[src/rtl/demux2_stream_pkg.sv]
// Shared definitions for the two-way packet demultiplexer: FSM encoding,
// default widths and the routing helper used by the top level.
package demux2_stream_pkg;

  localparam int DEF_WIDTH = 8;
  localparam int DEF_CNTW  = 16;

  localparam logic [1:0] ST_IDLE   = 2'b00;
  localparam logic [1:0] ST_ROUTE0 = 2'b01;
  localparam logic [1:0] ST_ROUTE1 = 2'b10;

  // A packet start follows sel; an open packet stays on the port it started on.
  function automatic logic route_target(input logic [1:0] state, input logic sel);
    return (state == ST_IDLE) ? sel : (state == ST_ROUTE1);
  endfunction

endpackage

[src/rtl/demux_out_slot.sv]
// One-entry output register for a demux port, plus a saturating count of
// beats handed to the downstream consumer.
module demux_out_slot
  import demux2_stream_pkg::*;
#(
  parameter int WIDTH = DEF_WIDTH,
  parameter int CNTW  = DEF_CNTW
) (
  input  logic             clk,
  input  logic             reset_n,
  input  logic             i_load,
  input  logic [WIDTH-1:0] i_data,
  input  logic             i_last,
  input  logic             i_ready,
  output logic             o_valid,
  output logic [WIDTH-1:0] o_data,
  output logic             o_last,
  output logic [CNTW-1:0]  o_cnt,
  output logic             o_can_load
);

  localparam logic [CNTW-1:0] CNT_MAX = '1;

  logic             r_valid;
  logic [WIDTH-1:0] r_data;
  logic             r_last;
  logic [CNTW-1:0]  r_cnt;

  // NOTE: payload registers are reset too, so the outputs read a defined zero
  // after reset instead of stale data from a discarded packet.
  always_ff @(posedge clk or negedge reset_n) begin
    if (!reset_n) begin
      r_valid <= 1'b0;
      r_data  <= '0;
      r_last  <= 1'b0;
    end else if (i_load) begin
      // NOTE: non-blocking assignments keep every register sampling the
      // pre-edge values, whatever the statement order.
      r_valid <= 1'b1;
      r_data  <= i_data;
      r_last  <= i_last;
    end else if (i_ready) begin
      r_valid <= 1'b0;
    end
  end

  always_ff @(posedge clk or negedge reset_n) begin
    if (!reset_n) begin
      r_cnt <= '0;
    end else if (r_valid && i_ready && (r_cnt != CNT_MAX)) begin
      r_cnt <= r_cnt + 1'b1;
    end
  end

  assign o_valid    = r_valid;
  assign o_data     = r_data;
  assign o_last     = r_last;
  assign o_cnt      = r_cnt;
  assign o_can_load = !r_valid || i_ready;

endmodule

[src/rtl/demux2_stream.sv]
// Packet-aware 1-to-2 stream demultiplexer: a packet's first beat picks the
// port via sel, and the remaining beats follow it until s_last.
module demux2_stream
  import demux2_stream_pkg::*;
#(
  parameter int WIDTH = DEF_WIDTH,
  parameter int CNTW  = DEF_CNTW
) (
  input  logic             clk,
  input  logic             reset_n,
  input  logic             sel,
  input  logic             s_valid,
  output logic             s_ready,
  input  logic [WIDTH-1:0] s_data,
  input  logic             s_last,
  output logic             m0_valid,
  input  logic             m0_ready,
  output logic [WIDTH-1:0] m0_data,
  output logic             m0_last,
  output logic             m1_valid,
  input  logic             m1_ready,
  output logic [WIDTH-1:0] m1_data,
  output logic             m1_last,
  output logic [CNTW-1:0]  cnt0,
  output logic [CNTW-1:0]  cnt1
);

  logic [1:0] r_state;
  logic [1:0] w_next;
  logic       w_target;
  logic       w_can0;
  logic       w_can1;
  logic       w_accept;

  assign w_target = route_target(r_state, sel);
  // Gated by reset so nothing is accepted while the slots are held clear.
  assign s_ready  = reset_n && (w_target ? w_can1 : w_can0);
  assign w_accept = s_valid && s_ready;

  // NOTE: w_next gets a default before the case so no path leaves it
  // unassigned, which would otherwise infer a latch.
  always_comb begin
    w_next = r_state;
    case (r_state)
      ST_IDLE:   if (w_accept && !s_last) w_next = sel ? ST_ROUTE1 : ST_ROUTE0;
      ST_ROUTE0,
      ST_ROUTE1: if (w_accept && s_last) w_next = ST_IDLE;
      default:   w_next = ST_IDLE;
    endcase
  end

  always_ff @(posedge clk or negedge reset_n) begin
    if (!reset_n) r_state <= ST_IDLE;
    else          r_state <= w_next;
  end

  demux_out_slot #(.WIDTH(WIDTH), .CNTW(CNTW)) u_slot0 (
    .clk        (clk),
    .reset_n    (reset_n),
    .i_load     (w_accept && !w_target),
    .i_data     (s_data),
    .i_last     (s_last),
    .i_ready    (m0_ready),
    .o_valid    (m0_valid),
    .o_data     (m0_data),
    .o_last     (m0_last),
    .o_cnt      (cnt0),
    .o_can_load (w_can0)
  );

  demux_out_slot #(.WIDTH(WIDTH), .CNTW(CNTW)) u_slot1 (
    .clk        (clk),
    .reset_n    (reset_n),
    .i_load     (w_accept && w_target),
    .i_data     (s_data),
    .i_last     (s_last),
    .i_ready    (m1_ready),
    .o_valid    (m1_valid),
    .o_data     (m1_data),
    .o_last     (m1_last),
    .o_cnt      (cnt1),
    .o_can_load (w_can1)
  );

endmodule

[config.mk]
export PLATFORM = sky130hd
export DESIGN_NAME = demux2_stream
export DESIGN_NICKNAME = d
export VERILOG_FILES = /design/src/rtl/demux2_stream_pkg.sv /design/src/rtl/demux_out_slot.sv /design/src/rtl/demux2_stream.sv
export SDC_FILE = /design/constraint.sdc
export NUM_CORES = 1
export LEC_CHECK = 0
export ABC_AREA = 1
export BUFFER_PORTS_ARGS = -buffer_cell sky130_fd_sc_hd__clkbuf_2
export CORE_UTILIZATION = 49
export CTS_BUF_LIST = sky130_fd_sc_hd__clkbuf_4 sky130_fd_sc_hd__clkbuf_8 sky130_fd_sc_hd__clkbuf_16
export CTS_CLUSTER_SIZE = 16
export DETAILED_ROUTE_END_ITERATION = 10
export GPL_TIMING_DRIVEN = 0
export PLACE_DENSITY = 0.76
export SLEW_MARGIN = 20
export SYNTH_ARGS = -nofsm -noshare
export SYNTH_HDL_FRONTEND = slang
export SYNTH_HIERARCHICAL = 1
export SYNTH_SLANG_ARGS = --single-unit
export TNS_END_PERCENT = 50
[constraint.sdc]
create_clock -name clk -period 1.83 [get_ports clk]
set_clock_uncertainty 0.1 [all_clocks]
set_input_delay 0.183 -clock clk [delete_from_list [all_inputs] [get_ports clk]]
set_output_delay 0.183 -clock clk [all_outputs]
set_load 0.02 [all_outputs]
---- After elaboration in Yosys (flattened, before gate mapping) ----
Index checks and enable logic that the tools add are counted.
word-level totals
  flip-flop bits (word level) ............. 54
  output and inout port bits .............. 53
  bits of input ports ..................... 15
  word-level logic and storage cells ...... 48
operators by class
  muxes and demuxes ....................... 10
  reductions and logical operators ........ 21
  equality and inequality tests ........... 6
  add/subtract/negate cells ............... 2
operator list
  kind                                                   number
  adder 16 x 1 -> 16 bit, second input constant          2
  inequality test 16 bit, second input constant          2
  logical AND 1 bit                                      10
  two-way mux 1 bit                                      6
  two-way mux 2 bit                                      3
  logical NOT 1 bit                                      4
  case mux 2 bit (2 select lines)                        1
  nonzero test 2 bit                                     2
  == test 2 x 1 -> 1 bit, second input constant          1
  == test 2 bit, second input constant                   1
  logical NOT 2 bit                                      1
  logical OR 1 bit                                       2
  inequality test 2 x 1 -> 1 bit, second input constant  1
  inequality test 2 bit, second input constant           1
  AND reduction 2 bit                                    1
  OR reduction 2 bit                                     1

---- Longest topological paths before layout ----
Gate-level depths: netlist (run 1).
  word-level depth ........................ 8
  gate-level depth with buffers ........... 12
  depth with buffers taken out ............ 11

---- Modules after synthesis ----
Netlist (run 1), hierarchy kept.
by module, submodules not included
  module                    times used  cells an instance  area an instance (um^2)  sequential area each (um^2)
  demux_out_slot (u_slot1)  1           199                1452.6                   650.6
  demux_out_slot (u_slot0)  1           186                1403.8                   650.6
  demux2_stream             1           34                 222.7                    50.0

---- Worst setup path before layout (run 1) ----
Ideal clock, no wire load.
  path kind ............................... reg2reg
  start point ............................. register r_state[0]
  end point ............................... register u_slot0.r_data[0] (netlist: u_slot0/o_data[0])
  clock period less this slack ............ 2061 ps
  path slack .............................. -231 ps
  library setup time ...................... 118 ps
  path buffers ............................ 1
  arrival time ............................ 1843 ps
  stages on the path, launching flop included .. 13
  data required time ...................... 1612 ps
  cell sequence ........................... dfrtp_1 -> inv_1 -> ha_1 -> inv_1 -> nand2_1 -> nand3_2 -> a21boi_2 -> nand2_1 -> a21oi_1 -> buf_2 -> clkinv_1 -> nand2_1 -> nand2_1
on the way
  cells in the longest elaborated chain, start to end .. 6
  elaborated cells on any way between the ends .. 8
  those cells by class .................... eq/ne: 1; mux: 2; reduce/logical: 5
RTL lines
  what                                                       RTL line                 text
  from (decl)                                                demux2_stream.sv:28      logic [1:0] r_state;
  from (signal assigned)                                     demux2_stream.sv:54      else r_state <= w_next;
  == test 2 bit / logical NOT 2 bit (equally long branches)  demux2_stream_pkg.sv:14  return (state == ST_IDLE) ? sel : (state == ST_ROUTE1);
  two-way mux 1 bit (*)                                      demux2_stream_pkg.sv:14
  two-way mux 1 bit (*)                                      demux2_stream.sv:37      assign s_ready = reset_n && (w_target ? w_can1 : w_can0);
  logical AND 1 bit (*)                                      demux2_stream.sv:37
  net s_ready                                                demux2_stream.sv:13      output logic s_ready,
  logical AND 1 bit (*)                                      demux2_stream.sv:38      assign w_accept = s_valid && s_ready;
  logical AND 1 bit (*)                                      demux2_stream.sv:60      .i_load (w_accept && !w_target),
  to (signal assigned)                                       demux_out_slot.sv:40     r_data <= i_data;
  to (decl)                                                  demux_out_slot.sv:25     logic [WIDTH-1:0] r_data;
Mark *: on every way through the listed nets, which the timed path passes. The rest lies on a longest branch.
A chain may end at the register's enable or synchronous reset.

---- Worst setup path in the final report (run 1) ----
  start point ............................. register r_state[0]
  end point ............................... register u_slot1.r_data[3] (netlist: u_slot1/o_data[3])
on the way
  cells in the longest elaborated chain, start to end .. 6
  elaborated cells on any way between the ends .. 7
  those cells by class .................... eq/ne: 1; mux: 2; reduce/logical: 4
RTL lines
  what                                                       RTL line                 text
  == test 2 bit / logical NOT 2 bit (equally long branches)  demux2_stream_pkg.sv:14
  two-way mux 1 bit (*)                                      demux2_stream_pkg.sv:14
  two-way mux 1 bit                                          demux2_stream.sv:37
  logical AND 1 bit                                          demux2_stream.sv:37
  logical AND 1 bit                                          demux2_stream.sv:38
  logical AND 1 bit (*)                                      demux2_stream.sv:74      .i_load (w_accept && w_target),
  to (signal assigned)                                       demux_out_slot.sv:40
  to (decl)                                                  demux_out_slot.sv:25
Mark *: on every way between the ends. The rest lies on a longest branch, timed or not.

==> impl_metrics.ini, run 1 <==
[worst_setup_path]
critPathTopFamily = buffers and inverters
worstPathArrival_ns = 2.03
critPathKind = register to register
path_cells = inv_2, ha_4, inv_4, nand2_4, nand3_4, a21boi_4, nand2_2, a21oi_2, buf_6, buf_6, nand2_2, nand2_1
cp_num_buf_inv = 4
start_kind = register
cp_slowest_stage_delay_ns = 0.40
worst-r2r-cell-count = 12
cp_max_fo = 5
cp_data_required_time_ns = 1.99
critPathSlowestCell = dfrtp_1
cp.depth = 12
crit_path_end_kind = register

[clocking]
numCtsBuffers = 5
cts_hold_buf = 8
clockRootBuffer = clkbuf_8
clk_pin_slew_ns = 0.11
cts.sinks = 54
htree_levels = 2
cts_buffer_depth = 2
cts_tree = yes
insertion_delay_ns = 0.32

[cells_and_area]
drive_gt1_frac = 0.3288
finalNonFillerCells = 589
area_growth_pct = 29.95
insertedDiodeCount = 0
final_nets = 532
fill_cells = 507

[sta]
slew_viol_final = 0
worst_pin_slew_ns = 0.2878
period_share = 1.019
setup_viol = 11
finalHoldViolCount = 54
rsz0062_at_grt = yes
finalCriticalPeriod_ns = 1.865
fin_hold_ws_ns = -0.3861
max_slew_margin = 0.8071
fmax_ghz = 0.5363
setup_ws_ns = -0.03456

[detailed_routing]
routedWlPerCell_um = 12.65
drt_iter0_markers = 112
drtPass1Iterations = 4
routed_via_density = 5.031
drt.antenna.violating_nets = 0
via_count = 2963
drc = 0
routed_wl_mm = 7.448

[yosys]
yosysMostFrequentCell = nand2_1
async_flop_share = 1.000
yosys_warnings = 6
synth_common_cells = 179 x nand2_1, 54 x dfrtp_1, 48 x inv_1, 30 x nor2_1, 24 x nand3_1
syn_avg_cell_area_um2 = 7.349
netlist_instances = 419
yosysTopAreaCell = dfrtp_1
yosysTopAreaCellShare = 0.4388
yosysUniqueCellTypes = 25
synth_area_um2 = 3079
synthTopCellsByArea = dfrtp_1 44%, nand2_1 22%, inv_1 5.9%
synth-seq-cells = 54
synth_fp_nets = 438
synth-edff-count = 0
yosysSeqAreaShare = 0.4388
ys.flop_type = dfrtp_1

[placed_design]
dp_cells = 562
place.gp.congestion = 0.8133
port_buffers = 67
dp_slack_ns = -0.09419
hpwlAfterDp_mm = 5.106

[flow_run]
maxCapViolCount = 0

[global_routing]
grt_max_degree = 49
overflow = 0
grt_pass1_vias = 2747
grt_pass1_wl_mm = 11.79
track_usage = 0.2295
antenna_found_initial = 0

[outcome]
status = finished, violations left
violations = hold timing, setup timing

[floorplan]
initial_core_util = 0.5140
dieArea_um2 = 6605
core-area_um2 = 5991
die_h_um = 81.27
rows = 28
dieWidth_um = 81.27
ioPinCount = 68

[pwr]
power.leakage_nw = 2.054
power_density_nw_per_um2 = 1240
vdd_drop_max_uv = 945.9

[worst_hold_path]
hold_path_class = primary input to asynchronous set/reset pin
sequential cells by signal (all words and copies together) (netlist names), 2 cells and up:
| name | cells |
|---|---|
| r_state | 2 |
| u_slot0/o_cnt | 16 |
| u_slot0/o_data | 8 |
| u_slot1/o_cnt | 16 |
| u_slot1/o_data | 8 |
worst reg2reg max path, delay by kind of cell (launching register included):
| family | cells | cell delay [ns] |
|---|---|---|
| AO/OA/AOI/OAI | 2 | 0.30 |
| adder cells (fa/ha/maj) | 1 | 0.19 |
| buffers and inverters | 4 | 0.44 |
| flip-flops | 1 | 0.40 |
| AND/OR/NAND/NOR | 5 | 0.36 |
cell usage in the layout, fill, tap and decap left out, types with 2 or more instances in the layout:
master and n:
a21oi_2 2, clkbuf_2 65, nand4_1 17, nand2_4 6, clkbuf_8 6, buf_4 5
nand2_2 30, dfrtp_1 53, buf_6 9, inv_8 3, nand3_4 2, nand3_1 24
ha_4 2, o21ai_0 3, o21ai_2 11, xnor2_1 4, inv_2 3, nor2_1 30
nand2_1 152, inv_4 2, nor2_2 11, nor3_1 2, inv_1 45, xor2_1 5
nor3_2 2, dlygate4sd3_1 8
cell families after synthesis:
kind of cell / share of synthesized area
AO/OA/AOI/OAI: 0.04469
XOR/XNOR: 0.02560
adder cells (fa/ha/maj): 0.01625
buffers and inverters: 0.07273
flip-flops: 0.4388
AND/OR/NAND/NOR: 0.4019
path summary, 6_finish.rpt:
kind	startpoint	end	slack, ns
setup / recovery	r_state[0]$_DFFE_PN0P_	u_slot1/o_data[3]$_DFFE_PN0P_	-0.03
min in group clk	s_last	u_slot1/o_last$_DFFE_PN0P_	0.02
max in group asynchronous	reset_n	u_slot0/o_cnt[6]$_DFFE_PN0P_	1.53
hold / removal	reset_n	u_slot1/o_cnt[10]$_DFFE_PN0P_	-0.39
hold reg to reg	u_slot1/o_data[2]$_DFFE_PN0P_	u_slot1/o_data[2]$_DFFE_PN0P_	0.39
setup reg to reg	r_state[0]$_DFFE_PN0P_	u_slot1/o_data[3]$_DFFE_PN0P_	-0.03
cell type report:
class | count | area [µm²] | share of cell area
multi-input cells | 310 | 1649 | 0.4121
flip-flops and latches | 54 | 1353 | 0.3380
repair buffers | 86 | 548.0 | 0.1370
inverters | 51 | 209.0 | 0.05222
well taps | 75 | 93.84 | 0.02345
clock buffers | 5 | 68.82 | 0.01720
plain buffers | 4 | 45.04 | 0.01126
clock inverters | 3 | 28.78 | 0.007192
repair inverters | 1 | 6.256 | 0.001563
report_power, final:
part	switching [mW]	leakage, nW	total, mW	internal [mW]
Clock	0.446	0.0506	0.734	0.288
Sequential	0.364	0.707	1.91	1.55
Combinational	1.43	1.30	2.31	0.889
Total	2.24	2.05	4.96	2.73
routing by layer:
layer	global-route usage	up-vias	part of all wire
met5	0	-	0
met4	0.07321	0	0.011
met3	0.05393	9	0.040
met2	0.4017	57	0.51
met1	0.2753	1401	0.44
li1	-	1496	-
timing repair:
action | CTS | global route
hold endpoints to repair | 70 | 54
endpoints found under the setup margin | 21 | 37
pin swaps | 0 | 16
gates cloned | 1 | 0
gates resized for setup | 6 | 48
buffers inserted | 8 | 2
per-stage QoR:
stage                     hold WS (ns)  TNS, ns    util  power, mW  cell area, µm²
after CTS                      -0.3860  -0.3341  0.6399      4.727            3834
final                          -0.3861  -0.1346  0.6679      4.961            4001
after detailed placement      -0.03085   -1.099  0.5952      3.840            3566
after global routing           -0.3888   -2.328  0.6679      5.315            4001
after global placement          0.3019   -14.38  0.5902      3.756            3536
after floorplan                -0.2126        0       -      3.200            3107
Power figures use the tool's default switching activity.
==> run 2, diff against run 1 <==
--- a/config.mk
+++ b/config.mk
@@ -7,12 +7,13 @@
 export LEC_CHECK = 0
 export ABC_AREA = 1
 export BUFFER_PORTS_ARGS = -buffer_cell sky130_fd_sc_hd__clkbuf_2
-export CORE_UTILIZATION = 49
+export CORE_UTILIZATION = 45
 export CTS_BUF_LIST = sky130_fd_sc_hd__clkbuf_4 sky130_fd_sc_hd__clkbuf_8 sky130_fd_sc_hd__clkbuf_16
 export CTS_CLUSTER_SIZE = 16
 export DETAILED_ROUTE_END_ITERATION = 10
 export GPL_TIMING_DRIVEN = 0
-export PLACE_DENSITY = 0.76
+export PLACE_DENSITY = 0.71
+export REMOVE_ABC_BUFFERS = 1
 export SLEW_MARGIN = 20
 export SYNTH_ARGS = -nofsm -noshare
 export SYNTH_HDL_FRONTEND = slang
==> impl_metrics.ini, run 2 (synthesis results as in run 1) <==
[clocking]
cts_buffer_depth = 2
insertion_delay_ns = 0.32
htree_levels = 2
clk_pin_slew_ns = 0.11
cts.sinks = 54
cts_tree = yes
numCtsBuffers = 5
clockRootBuffer = clkbuf_8

[floorplan]
initial_core_util = 0.4741
dieArea_um2 = 7177
rows = 29
die_h_um = 84.72
core-area_um2 = 6495
dieWidth_um = 84.72
ioPinCount = 68

[sta]
max_slew_margin = 0.6510
setup_ws_ns = -0.1149
finalCriticalPeriod_ns = 1.945
setup_viol = 20
finalHoldViolCount = 0
slew_viol_final = 0
worst_pin_slew_ns = 0.5235
period_share = 1.063
setup-tns-final_ns = -1.270
fmax_ghz = 0.5142
rsz0062_at_grt = yes

[flow_run]
maxCapViolCount = 0

[detailed_routing]
drc = 6
routed_wl_mm = 7.648
drtPass1Iterations = 7
via_count = 2938
drt.antenna.violating_nets = 0
routed_via_density = 4.930
routedWlPerCell_um = 12.83
drt_iter0_markers = 149

[cells_and_area]
multiInputGateArea_um2 = 1654
final_nets = 537
design_area_um2 = 4049
insertedDiodeCount = 0
drive_gt1_frac = 0.3179
layout_commonest_cell = nand2_1
mostFrequentLayoutCells = 162 x nand2_1, 65 x clkbuf_2, 52 x dfrtp_1
regArea_um2 = 1354
fill_cells = 564
area_growth_pct = 31.49

[placed_design]
place.gp.congestion = 0.8059
port_buffers = 67
placed_area_um2 = 3501
hpwlAfterDp_mm = 4.940

[worst_hold_path]
hold_path_class = primary input to asynchronous set/reset pin

[worst_setup_path]
rrSetupSlack_ns = -0.11
cp_num_buf_inv = 2
path_cells = inv_2, ha_4, nand2_2, nand3_4, a21boi_4, nand2_4, a21oi_4, clkinv_4, nand2_1, nand2_1
start_kind = register
cp_common_cell = nand2_1
cp_data_required_time_ns = 1.95
cp_slowest_stage_delay_ns = 0.41
worstPathArrival_ns = 2.06
crit_path_end_kind = register
cp_max_fo = 5
critPathTopFamily = compound AO/OA/AOI/OAI gates
critPathKind = register to register
critPathSlowestCell = dfrtp_1

[outcome]
violations = DRC, setup timing
status = finished, violations left

[pwr]
power_density_nw_per_um2 = 1244
vdd_drop_max_uv = 963.3
p_sw_frac = 0.4514
p_comb_frac = 0.480
seq_power_share = 0.378
internal-power_mw = 2.763
p_clk_frac = 0.142
net-switching-power_mw = 2.273
finalPower_mw = 5.036
power.leakage_nw = 2.065

[global_routing]
track_usage = 0.2225
antenna_found_initial = 0
overflow = 0
grt_max_degree = 32
grt_pass1_vias = 2861
grt_pass1_wl_mm = 12.94
==> run 2: cell types whose count changed in the layout (fill, tap and decap cells not counted), moves of 3 or more <==
cell	previous run	this run
buf_4	5	8
nand2_1	152	162
inv_8	3	0
buf_6	9	6
buf_12	0	3
nand2_2	30	19
clkinv_4	1	4
==> run 2: layout make-up <==
type                    count  share of cell area
multi-input cells         310              0.4085
flip-flops and latches     54              0.3344
repair buffers             94              0.1554
inverters                  51             0.05099
well taps                  77             0.02379
clock buffers               5             0.01700
clock inverters             3            0.006180
repair inverters            2            0.003708
==> run 2: metal layers <==
metal	track usage	part of all wire	vias to the layer above	wire [µm]
met5	0	0	-	0
met4	0.04160	0.0063	0	48
met3	0.04720	0.043	5	330
met2	0.3843	0.48	56	3694
met1	0.2909	0.47	1374	3573
li1	-	-	1503	-
==> run 2: path summary, 6_finish.rpt <==
kind	start	end	cells after the start
worst max-delay path	r_state[1]$_DFFE_PN0P_	u_slot1/o_last$_DFFE_PN0P_	10
worst min-delay path	reset_n	u_slot0/o_data[5]$_DFFE_PN0P_	3
worst max register to register	r_state[1]$_DFFE_PN0P_	u_slot1/o_last$_DFFE_PN0P_	10
worst min register to register	u_slot0/o_data[0]$_DFFE_PN0P_	u_slot0/o_data[0]$_DFFE_PN0P_	2
max in group asynchronous	reset_n	u_slot0/o_cnt[0]$_DFFE_PN0P_	4
min in group clk	s_last	u_slot0/o_last$_DFFE_PN0P_	3
==> run 2: metrics by stage <==
stage | std cells | util | hold slack [ns] | worst slack, ns
final | 596 | 0.6234 | 0.004278 | -0.1149
after global routing | 596 | 0.6234 | 0.04149 | -0.2064
after CTS | 592 | 0.6078 | 0.008072 | -0.06397
after detailed placement | 560 | 0.5390 | 0.05006 | -0.9882
after global placement | 559 | 0.5355 | 0.3019 | -1.531
after floorplan | 415 | - | -0.2126 | -0.5317
==> run 2: timing repair <==
action                                  in CTS  in global routing
cloned                                       2                  2
setup buffers                               10                  5
endpoints found under the hold margin       39                  0
gates resized for setup                     35                 25
endpoints found under the setup margin      39                 42
pin swaps                                    6                 14
hold buffers                                12                  0
==> run 2: worst min-delay path, stage by stage <==
cell	delay (ns)
clkbuf_4	0.17
buf_12	0.11
buf_2	0.43
==> run 2: power by group through the flow <==
stage | Clock [mW] | Sequential, mW | Combinational (mW)
after floorplan | 0 | 2.27 | 0.867
after global placement | 0 | 1.89 | 1.80
after detailed placement | 0 | 1.90 | 1.86
after CTS | 0.729 | 1.89 | 2.22
after global routing | 0.778 | 1.96 | 2.63
final | 0.714 | 1.91 | 2.42
